`src/rtl/bla_sub_4bits.sv`:
```
// Sequential 4-bit borrow-lookahead subtractor: one A - B - Bin per button press,
// computed through a registered generate/propagate stage and a flat lookahead stage.
module bla_sub_4bits (
  input  logic       clk,
  input  logic       rst_n,
  input  logic       enable,
  input  logic [3:0] A,
  input  logic [3:0] B,
  input  logic       Bin,
  output logic [4:0] Q,
  output logic       valid,
  output logic       busy
);

  typedef enum logic [1:0] {StIdle, StGp, StLook, StHold} state_e;

  state_e     state_q, state_d;
  logic       en_meta_q, en_meta_d;
  logic       en_s_q, en_s_d;
  logic       en_d_q, en_d_d;
  logic [1:0] settle_q, settle_d;
  logic       armed_q, armed_d;
  logic [3:0] a_q, a_d;
  logic [3:0] b_q, b_d;
  logic       bin_q, bin_d;
  logic [3:0] g_q, g_d;
  logic [3:0] p_q, p_d;
  logic [4:0] q_q, q_d;
  logic       valid_q, valid_d;

  logic       rise;
  logic       settled;
  logic [4:0] brw;
  logic [3:0] diff;

  assign rise    = en_s_q & ~en_d_q;
  assign settled = (settle_q == 2'd3);

  // Flat borrow lookahead; brw[0] is the registered borrow-in.
  always_comb begin
    brw[0] = bin_q;
    brw[1] = g_q[0] | (p_q[0] & bin_q);
    brw[2] = g_q[1] | (p_q[1] & g_q[0]) | (p_q[1] & p_q[0] & bin_q);
    brw[3] = g_q[2] | (p_q[2] & g_q[1]) | (p_q[2] & p_q[1] & g_q[0])
           | (p_q[2] & p_q[1] & p_q[0] & bin_q);
    brw[4] = g_q[3] | (p_q[3] & g_q[2]) | (p_q[3] & p_q[2] & g_q[1])
           | (p_q[3] & p_q[2] & p_q[1] & g_q[0])
           | (p_q[3] & p_q[2] & p_q[1] & p_q[0] & bin_q);
    // a ^ b is the complement of the propagate term
    diff   = ~p_q ^ brw[3:0];
  end

  always_comb begin
    state_d   = state_q;
    en_meta_d = enable;
    en_s_d    = en_meta_q;
    en_d_d    = en_s_q;
    settle_d  = settled ? settle_q : settle_q + 2'd1;
    armed_d   = armed_q;
    a_d       = a_q;
    b_d       = b_q;
    bin_d     = bin_q;
    g_d       = g_q;
    p_d       = p_q;
    q_d       = q_q;
    valid_d   = 1'b0;

    // A press is only accepted once IDLE has seen the button released, which also
    // blocks a spurious rise when reset lifts with the button already held.
    if (settled && (state_q == StIdle) && !en_s_q) begin
      armed_d = 1'b1;
    end

    unique case (state_q)
      StIdle: begin
        if (rise && armed_q) begin
          a_d     = A;
          b_d     = B;
          bin_d   = Bin;
          armed_d = 1'b0;
          state_d = StGp;
        end
      end
      StGp: begin
        g_d     = ~a_q & b_q;
        p_d     = ~(a_q ^ b_q);
        state_d = StLook;
      end
      StLook: begin
        q_d     = {brw[4], diff};
        valid_d = 1'b1;
        state_d = StHold;
      end
      StHold: begin
        if (!en_s_q) begin
          state_d = StIdle;
        end
      end
      default: state_d = StIdle;
    endcase
  end

  always_ff @(posedge clk or negedge rst_n) begin
    if (!rst_n) begin
      state_q   <= StIdle;
      en_meta_q <= 1'b0;
      en_s_q    <= 1'b0;
      en_d_q    <= 1'b0;
      settle_q  <= 2'd0;
      armed_q   <= 1'b0;
      a_q       <= 4'd0;
      b_q       <= 4'd0;
      bin_q     <= 1'b0;
      g_q       <= 4'd0;
      p_q       <= 4'd0;
      q_q       <= 5'd0;
      valid_q   <= 1'b0;
    end else begin
      state_q   <= state_d;
      en_meta_q <= en_meta_d;
      en_s_q    <= en_s_d;
      en_d_q    <= en_d_d;
      settle_q  <= settle_d;
      armed_q   <= armed_d;
      a_q       <= a_d;
      b_q       <= b_d;
      bin_q     <= bin_d;
      g_q       <= g_d;
      p_q       <= p_d;
      q_q       <= q_d;
      valid_q   <= valid_d;
    end
  end

  assign Q     = q_q;
  assign valid = valid_q;
  assign busy  = (state_q != StIdle);

endmodule

```
`config.mk`:
```
export PLATFORM = sky130hd
export DESIGN_NAME = bla_sub_4bits
export DESIGN_NICKNAME = d
export VERILOG_FILES = /design/src/rtl/bla_sub_4bits.sv
export SDC_FILE = /design/constraint.sdc
export NUM_CORES = 1
export LEC_CHECK = 0
export BUFFER_PORTS_ARGS = -buffer_cell sky130_fd_sc_hd__buf_4
export CAP_MARGIN = 10
export CORE_MARGIN = 2
export CORE_UTILIZATION = 55
export DETAILED_ROUTE_END_ITERATION = 12
export PLACE_DENSITY = 0.77
export SYNTH_ARGS = -nofsm -noshare
export SYNTH_HDL_FRONTEND = slang
export SYNTH_SLANG_ARGS = --single-unit
```
`constraint.sdc`:
```
create_clock -name clk -period 1.5 [get_ports clk]
set_input_delay 0.3 -clock clk [delete_from_list [all_inputs] [get_ports clk]]
set_output_delay 0.3 -clock clk [all_outputs]
set_load 0.03 [all_outputs]
```
==> results of run 1 <==
-- power breakdown --
group	internal, uW	total (uW)	switching (uW)	leakage (uW)
combinational	901	1700	803	0.000408
clock	276	540	264	0.0000386
sequential	1190	1430	244	0.000362
total	2370	3680	1310	0.000808
-- flip-flops by register name, indices dropped and copies added, names as in the netlist --
signal / flops
state_q: 2
valid: 1
Q: 5
a_q: 4
bin_q: 1
b_q: 4
en_d_d: 1
g_q: 4
en_d_q: 1
en_meta_q: 1
armed_q: 1
settle_q: 2
p_q: 4
-- area by class of cell --
cell class              instances  area [sq um]  area share [%]
multi-input cells              61           578            34.0
flip-flops and latches         31           776            45.7
inverters                       8          30.0            1.77
repair buffers                 27           209            12.3
well taps                      30          37.5            2.21
clock buffers                   8          68.8            4.05
-- cells by family (layout without fill, tap and decap cells) --
family | after synthesis | after routing | synth area share, %
multiplexers | 21 | 21 | 17.0
buffers and inverters | 10 | 43 | 2.91
XOR/XNOR | 2 | 2 | 1.27
AND/OR/NAND/NOR | 12 | 12 | 5.00
AO/OA/AOI/OAI | 15 | 15 | 7.46
flip-flops | 31 | 31 | 56.4
adder cells (fa/ha/maj) | 11 | 11 | 10.0
-- placed cells by master, fill, tap and decap left out --
cell / netlist / final
mux2_2: 19 / 19
nand3b_1: 2 / 2
nor2_1: 4 / 4
clkbuf_1: 0 / 1
o21a_1: 1 / 1
xnor2_1: 2 / 2
nand4b_2: 1 / 1
dfrtp_1: 31 / 31
ha_1: 11 / 8
mux2i_1: 2 / 2
a31oi_1: 1 / 1
inv_1: 8 / 5
buf_4: 0 / 25
ha_2: 0 / 2
a21o_2: 1 / 1
a21oi_1: 4 / 4
a211o_1: 2 / 2
ha_4: 0 / 1
and3_1: 1 / 1
nand2_1: 3 / 3
buf_6: 0 / 1
inv_2: 0 / 3
a22oi_1: 1 / 1
clkbuf_8: 0 / 2
nand4_1: 1 / 1
o21ai_0: 4 / 4
clkbuf_4: 0 / 5
dlygate4sd3_1: 0 / 1
a2111oi_2: 1 / 1
-- stage by stage --
stage	instance area, sq um	total power (uW)
final	1700	3680
after global routing	1700	3990
after CTS	1690	3660
after detailed placement	1580	3000
after global placement	1580	2920
after floorplan	1380	2490
-- final timing paths --
check	start	endpoint	slack [ps]	cells after the start
max	state_q[0]	state_q[1]	20	4
min	enable	en_meta_q	100	1
max reg2reg	state_q[0]	state_q[1]	20	4
min reg2reg	en_meta_q	en_d_d	370	0
max in group asynchronous	rst_n	en_d_q	780	2
min in group asynchronous	rst_n	valid	440	2
-- routing by layer --
layer	part of all wire [%]	vias up	global-route usage [%]
li1	-	423	-
met1	46	411	23.6
met4	0.85	0	7.08
met3	4.0	2	9.44
met5	0	-	0
met2	49	18	30.9
-- what timing repair did --
action | CTS | global route
pin swaps | 1 | 1
endpoints found under the hold margin | 31 | 0
setup buffers | 3 | 0
hold buffers | 1 | 0
resized for setup | 4 | 4
setup endpoints to repair | 11 | 8
==> impl_metrics.yaml, run 1 <==
global_route:
  grt_max_degree: 32
  antenna_found_initial: 0
  grt_usage_pct: 19.7
  grt_pass1_wl_mm: 3.92
  grt_remaining_overflow: 0
  grt_pass1_vias: 906
die:
  die_w_um: 54.0
  dieArea_sq_mm: 0.00292
  die_h_um: 54.0
  initial_core_util_pct: 56.6
  rows: 18
  boundaryPins: 19
  coreArea_sq_mm: 0.00243
clocking:
  cts.reportedPaths.clkPinSlew_ps: 90
  clockBufferDepth: 2
  numCtsBuffers: 5
  cts_tree: "done"
  clock-root-buffer: "clkbuf_4"
  cts.sinks: 31
  htree_levels: 2
  clk_latency_ps: 310
hold_path:
  min_path_type: "input pin to flop"
place:
  place.gp.congestion: 0.733
  portBuffers: 18
  dp_hpwl_mm: 1.55
  place_ws_ps: -21.3
  place_inst: 153
timing:
  finalHoldViolCount: 0
  fin_ws_ps: 20.2
  slew_violations: 0
  tightest_slew_ps: 379
  fin_skew_ps: 8.99
  slew_headroom_pct: 74.7
  final.setup.tns_ps: 0
  max_freq_ghz: 0.676
  finalCritPeriodShare_pct: 98.7
  worst_hold_slack_ps: 95.3
  period_minus_slack_ps: 1480
  rsz0062_at_grt: "yes"
  setup_viol: 0
route:
  drtIter0Drc: 4
  drt-total-wl_mm: 2.24
  route.detailed.drc: 0
  ant_nets: 0
  drt_pre_antenna_iters: 4
  via_per_inst: 5.18
  num_vias: 854
  wl_per_cell_um: 13.5
synthesis:
  synth_top_area_share_pct: 56.4
  synth_cells: 102
  ys_seq_elements: 31
  async_flop_share_pct: 100
  yosysUniqueCellTypes: 21
  avgSynthCellArea_sq_um: 13.5
  yosysWarnings: 0
  yosysTopAreaCell: "dfrtp_1"
  netlist_area_sq_mm: 0.00138
  yosys-top-cells-area: "dfrtp_1, mux2_2, ha_1"
  ys_seq_area_share_pct: 56.4
  synthFlopType: "dfrtp_1"
  synth_edf_count: 0
  synth.most_common_cell: "dfrtp_1"
  syn_nets: 125
  synth_common_cells: "dfrtp_1, mux2_2, ha_1"
worst_setup_path:
  crit_path_start_kind: "flop"
  path_buf_inv: 1
  crit_type: "flop to flop"
  cp-end-kind: "flop"
  worstPathCellList: "buf_4 > ha_1 > a22oi_1 > mux2_2"
  cpLargestDelayFamily: "flip-flops"
  max_stage_delay_ps: 410
  critPathSlowestCell: "dfrtp_1"
  cp_max_fo: 2
  required_ps: 1710
  cp.arrival_ps: 1690
finish:
  instances_no_fill: 165
  n_antenna_cell: 0
  layout-drive-gt1-share_pct: 45.2
  layout.nets: 157
  final_util_pct: 69.9
  area_growth_pct: 23.5
  fillCellCount: 194
power_and_ir_drop:
  power_density_mw_per_mm2: 2160
  p_leak_uw: 0.000808
  ir_drop_v: 0.00134
status:
  status: "finished clean"
run:
  max_cap_violations: 0
Note: power is estimated with default switching activity, not from simulation.
==> run 2: changes to the inputs <==
--- a/config.mk
+++ b/config.mk
@@ -5,12 +5,14 @@
 export SDC_FILE = /design/constraint.sdc
 export NUM_CORES = 1
 export LEC_CHECK = 0
+export ABC_AREA = 1
 export BUFFER_PORTS_ARGS = -buffer_cell sky130_fd_sc_hd__buf_4
 export CAP_MARGIN = 10
 export CORE_MARGIN = 2
 export CORE_UTILIZATION = 55
 export DETAILED_ROUTE_END_ITERATION = 12
 export PLACE_DENSITY = 0.77
+export REMOVE_ABC_BUFFERS = 1
 export SYNTH_ARGS = -nofsm -noshare
 export SYNTH_HDL_FRONTEND = slang
 export SYNTH_SLANG_ARGS = --single-unit
==> run 2 against run 1 <==
- cell area rose by 0.22%
- combinational power fell by 2%
- non-clock buffer count fell by 1
- fmax rose by 2.8%
- setup slack improved by 40 ps
- area after synthesis rose by 1.7%
- first-iteration DRC count rose to 3.3 times the previous value
- synthesized cell count rose by 37%
- largest cell class unchanged
- highest routed layer unchanged
==> impl_metrics.yaml, run 2 <==
status:
  status: "finished clean"
synthesis:
  yosys-top-cells-area: "dfrtp_1, ha_1, nand2_1"
  ys_seq_elements: 31
  synth_cells: 140
  synth_common_cells: "nand2_1, dfrtp_1, inv_1"
  yosysUniqueCellTypes: 19
  synthFlopType: "dfrtp_1"
  yosysWarnings: 0
  async_flop_share_pct: 100
  yosysTopAreaCell: "dfrtp_1"
  synth_edf_count: 0
  avgSynthCellArea_sq_um: 10.0
  ys_seq_area_share_pct: 55.4
  synth_top_area_share_pct: 55.4
  netlist_area_sq_mm: 0.00140
  synth.most_common_cell: "nand2_1"
route:
  num_vias: 995
  ant_nets: 0
  wl_per_cell_um: 12.5
  drt-total-wl_mm: 2.51
  via_per_inst: 4.95
  route.detailed.drc: 0
  drtIter0Drc: 13
  drt_pre_antenna_iters: 4
finish:
  instances_no_fill: 201
  layout.nets: 193
  final_cell_mix: "nand2_1, dfrtp_1, buf_4, inv_1, nor2_1"
  layout-drive-gt1-share_pct: 27.5
  layout_commonest_cell: "nand2_1"
  largest_register_ffs: 5
  n_antenna_cell: 0
  area_growth_pct: 21.6
clocking:
  clock-root-buffer: "clkbuf_4"
  cts.reportedPaths.clkPinSlew_ps: 90
  clockBufferDepth: 2
  cts_tree: "done"
  numCtsBuffers: 5
  clk_latency_ps: 330
  cts.sinks: 31
  htree_levels: 2
worst_setup_path:
  rr_worst_depth: 4
  path_buf_inv: 3
  crit_cells: 4
  worstPathCellList: "inv_2 > ha_4 > inv_1 > buf_6"
  max_stage_delay_ps: 410
  required_ps: 1200
  critPathSlowestCell: "dfrtp_1"
  cp.arrival_ps: 1140
  cp-end-kind: "output pin"
  crit_type: "flop to output pin"
  cp_max_fo: 2
  cpLargestDelayFamily: "flip-flops"
  crit_path_start_kind: "flop"
place:
  dp_hpwl_mm: 1.82
  portBuffers: 18
  place.gp.congestion: 0.783
  place_inst: 187
run:
  max_cap_violations: 0
timing:
  rsz0062_at_grt: "no"
  setup_viol: 0
  slew_violations: 0
  final.setup.tns_ps: 0
  worst_hold_slack_ps: 70.4
  finalCritPeriodShare_pct: 96.0
  slew_headroom_pct: 74.7
  max_freq_ghz: 0.694
  period_minus_slack_ps: 1440
  finalHoldViolCount: 0
  fin_skew_ps: 3.63
  tightest_slew_ps: 379
global_route:
  grt_max_degree: 32
  grt_remaining_overflow: 0
  grt_usage_pct: 21.1
  grt_pass1_wl_mm: 4.22
  grt_pass1_vias: 943
  antenna_found_initial: 0
hold_path:
  min_path_type: "input pin to flop"
  holdPathStages: 1
die:
  boundaryPins: 19
  die_h_um: 54.5
  coreArea_sq_mm: 0.00245
  die_w_um: 54.5
  dieArea_sq_mm: 0.00297
  rows: 18
  initial_core_util_pct: 57.0
power_and_ir_drop:
  p_leak_uw: 0.000871
  power_density_mw_per_mm2: 2120
  ir_drop_v: 0.00152
## run 2: cell type report
class                   instances  area, sq um
flip-flops and latches         31          776
fillers                       176          752
multi-input cells              92          567
repair buffers                 26          201
clock buffers                   8         68.8
inverters                      14         52.6
well taps                      30         37.5
## run 2: per-stage QoR
step           area (sq um)  setup slack [ps]  util [%]  total power (uW)
2_1_floorplan          1380               186         -              2410
3_3_place_gp           1570               193      63.9              2820
3_5_place_dp           1570               106      63.9              2920
4_1_cts                1700              23.9      69.1              3620
5_1_grt                1700              5.42      69.4              3910
6_report               1700              60.0      69.4              3610
## run 2: kinds of logic (layout without fill, tap and decap cells)
group,after synthesis,after routing,share of synthesized area (%)
fa+ha+maj,11,11,9.83
xor+xnor,2,2,1.25
buf+inv,17,48,5.18
compound gates,16,16,6.79
flops,31,31,55.4
simple gates,59,59,18.3
mux,4,4,3.22
## run 2: worst paths after layout
| kind | from | slack (ps) | endpoint |
|---|---|---|---|
| min in group asynchronous | rst_n | 430 | b_q[0] |
| worst min register to register | en_meta_q | 370 | en_d_d |
| worst max register to register | state_q[1] | 130 | g_q[0] |
| max in group asynchronous | rst_n | 800 | Q[1] |
| worst min-delay path | enable | 70 | en_meta_q |
| worst max-delay path | state_q[1] | 60 | busy |
## run 2: per-layer routing
metal	GRT usage [%]	up-vias	share of wire, %
met2	32.5	22	47
met3	5.74	4	5.2
met5	0	-	0
met1	26.6	459	46
met4	12.5	0	2.0
li1	-	510	-
## run 2: worst reg2reg max path: stages, from the launching register on
cell	delay [ps]
dfrtp_1	410
inv_2	90
buf_4	130
ha_2	280
mux2_2	360
## run 2: where the power goes
| part | internal [uW] | switching [uW] | total (uW) |
|---|---|---|---|
| combinational | 697 | 962 | 1660 |
| clock | 276 | 280 | 556 |
| sequential | 1190 | 205 | 1390 |
## run 2: repair_timing
action                                 4_1_cts  5_1_grt
resized for setup                            4        2
pin swaps                                    1        0
hold buffers                                 1        0
setup buffers                                5        0
setup endpoints to repair                    1        4
endpoints found under the hold margin       31        0
==> run 3: changes to the inputs <==
--- a/config.mk
+++ b/config.mk
@@ -11,7 +11,8 @@
 export CORE_MARGIN = 2
 export CORE_UTILIZATION = 55
 export DETAILED_ROUTE_END_ITERATION = 12
-export PLACE_DENSITY = 0.77
+export PLACE_DENSITY = 0.79
+export RECOVER_POWER = 100
 export REMOVE_ABC_BUFFERS = 1
 export SYNTH_ARGS = -nofsm -noshare
 export SYNTH_HDL_FRONTEND = slang
==> run 3 against run 2 <==
- via count increased by 4.2%
- utilization decreased by 0.10 points
- critical path type unchanged
- worst hold slack improved by 28 ps
==> impl_metrics.yaml, run 3 (synthesis gave the netlist of run 2 again) <==
worst_setup_path:
  cp_max_fo: 5
  crit_path_start_kind: "flop"
  crit_type: "flop to output pin"
  cp-end-kind: "output pin"
  required_ps: 1200
  cp.arrival_ps: 1160
timing:
  max_freq_ghz: 0.684
  setup_viol: 0
  slew_violations: 0
  tightest_slew_ps: 734
  slew_headroom_pct: 51.0
  finalCritPeriodShare_pct: 97.4
  fin_skew_ps: 6.89
  finalHoldViolCount: 0
  period_minus_slack_ps: 1460
  fin_ws_ps: 39.0
run:
  max_cap_violations: 0
route:
  drt_pre_antenna_iters: 4
  ant_nets: 0
  wl_per_cell_um: 12.7
  route.detailed.drc: 0
  drtIter0Drc: 10
  via_per_inst: 5.13
  drt-total-wl_mm: 2.56
  num_vias: 1037
global_route:
  grt_usage_pct: 22.3
  antenna_found_initial: 0
  grt_max_degree: 32
  grt_remaining_overflow: 0
  grt_pass1_wl_mm: 4.35
  grt_pass1_vias: 1031
die:
  rows: 18
  die_w_um: 54.5
  die_h_um: 54.5
  dieArea_sq_mm: 0.00297
  coreArea_sq_mm: 0.00245
  boundaryPins: 19
  initial_core_util_pct: 57.0
clocking:
  htree_levels: 2
  clockBufferDepth: 2
  cts.sinks: 31
  clock-root-buffer: "clkbuf_4"
  cts_tree: "done"
  clk_latency_ps: 330
  numCtsBuffers: 5
  cts.reportedPaths.clkPinSlew_ps: 80
power_and_ir_drop:
  p_leak_uw: 0.000866
  total_power_uw: 3610
  power_density_mw_per_mm2: 2130
  ir_drop_v: 0.00131
finish:
  layout.nets: 194
  final_cell_mix: "nand2_1, dfrtp_1, buf_4, inv_1, nor2_1"
  n_antenna_cell: 0
  area_growth_pct: 21.4
  largest_register_ffs: 5
  layout-drive-gt1-share_pct: 27.9
  final_util_pct: 69.3
  instances_no_fill: 202
  fillCellCount: 191
  layout_commonest_cell: "nand2_1"
place:
  place_ws_ps: 142
  portBuffers: 18
  place.gp.congestion: 0.750
  dp_hpwl_mm: 1.83
  place_inst: 187
hold_path:
  min_path_type: "input pin to flop"
status:
  status: "finished clean"
-- run 3: cell types whose count changed in the layout (fill, tap and decap cells not counted), sizes merged --
cell	change
clkbuf	+3
buf	-2
-- run 3: layer usage --
metal | wire length, um | share of wire [%] | vias to the layer above | GRT usage (%)
li1 | - | - | 514 | -
met1 | 1050 | 41 | 490 | 24.3
met2 | 1330 | 52 | 23 | 37.6
met3 | 94 | 3.7 | 10 | 6.56
met4 | 77 | 3.0 | 0 | 14.2
met5 | 0 | 0 | - | 0
-- run 3: worst paths after layout --
kind	from	end	slack, ps	depth (start not counted)
worst max-delay path	state_q[0]	busy	40	4
worst min-delay path	enable	en_meta_q	100	1
worst max register to register	state_q[1]	g_q[0]	140	4
worst min register to register	en_meta_q	en_d_d	370	0
max in group asynchronous	rst_n	armed_q	470	2
min in group asynchronous	rst_n	Q[2]	550	2
-- run 3: report_power, final --
group	internal [uW]	switching, uW	leakage, uW
Combinational	718	942	0.000463
Clock	275	274	0.0000386
Sequential	1190	220	0.000365
-- run 3: worst max-delay path, cell delays in order (launching register included) --
cell,delay [ps]
dfrtp_1,410
inv_2,90
ha_4,160
inv_2,40
buf_6,130
-- run 3: area by class of cell --
class / count / area (sq um) / area share [%]
Clock buffer: 8 / 68.8 / 4.05
Timing Repair Buffer: 27 / 206 / 12.1
Multi-Input combinational cell: 92 / 559 / 32.9
Sequential cell: 31 / 776 / 45.6
Inverter: 14 / 52.6 / 3.09
Tap cell: 30 / 37.5 / 2.21
-- run 3: through the flow --
stage / hold WS (ps) / cell area [sq um] / TNS (ps)
after CTS: 62.7 / 1690 / 0
after global placement: 246 / 1570 / 0
after global routing: 74.2 / 1700 / -12.2
final: 98.3 / 1700 / 0
after floorplan: 4.41 / 1380 / 0
after detailed placement: 252 / 1570 / 0
-- run 3: timing repair --
action / in CTS / in global routing
resized for setup: 4 / 2
buffers inserted: 4 / 2
pin swaps: 1 / 1
endpoints found under the hold margin: 31 / 0
setup endpoints to repair: 1 / 1
hold buffers: 1 / 0
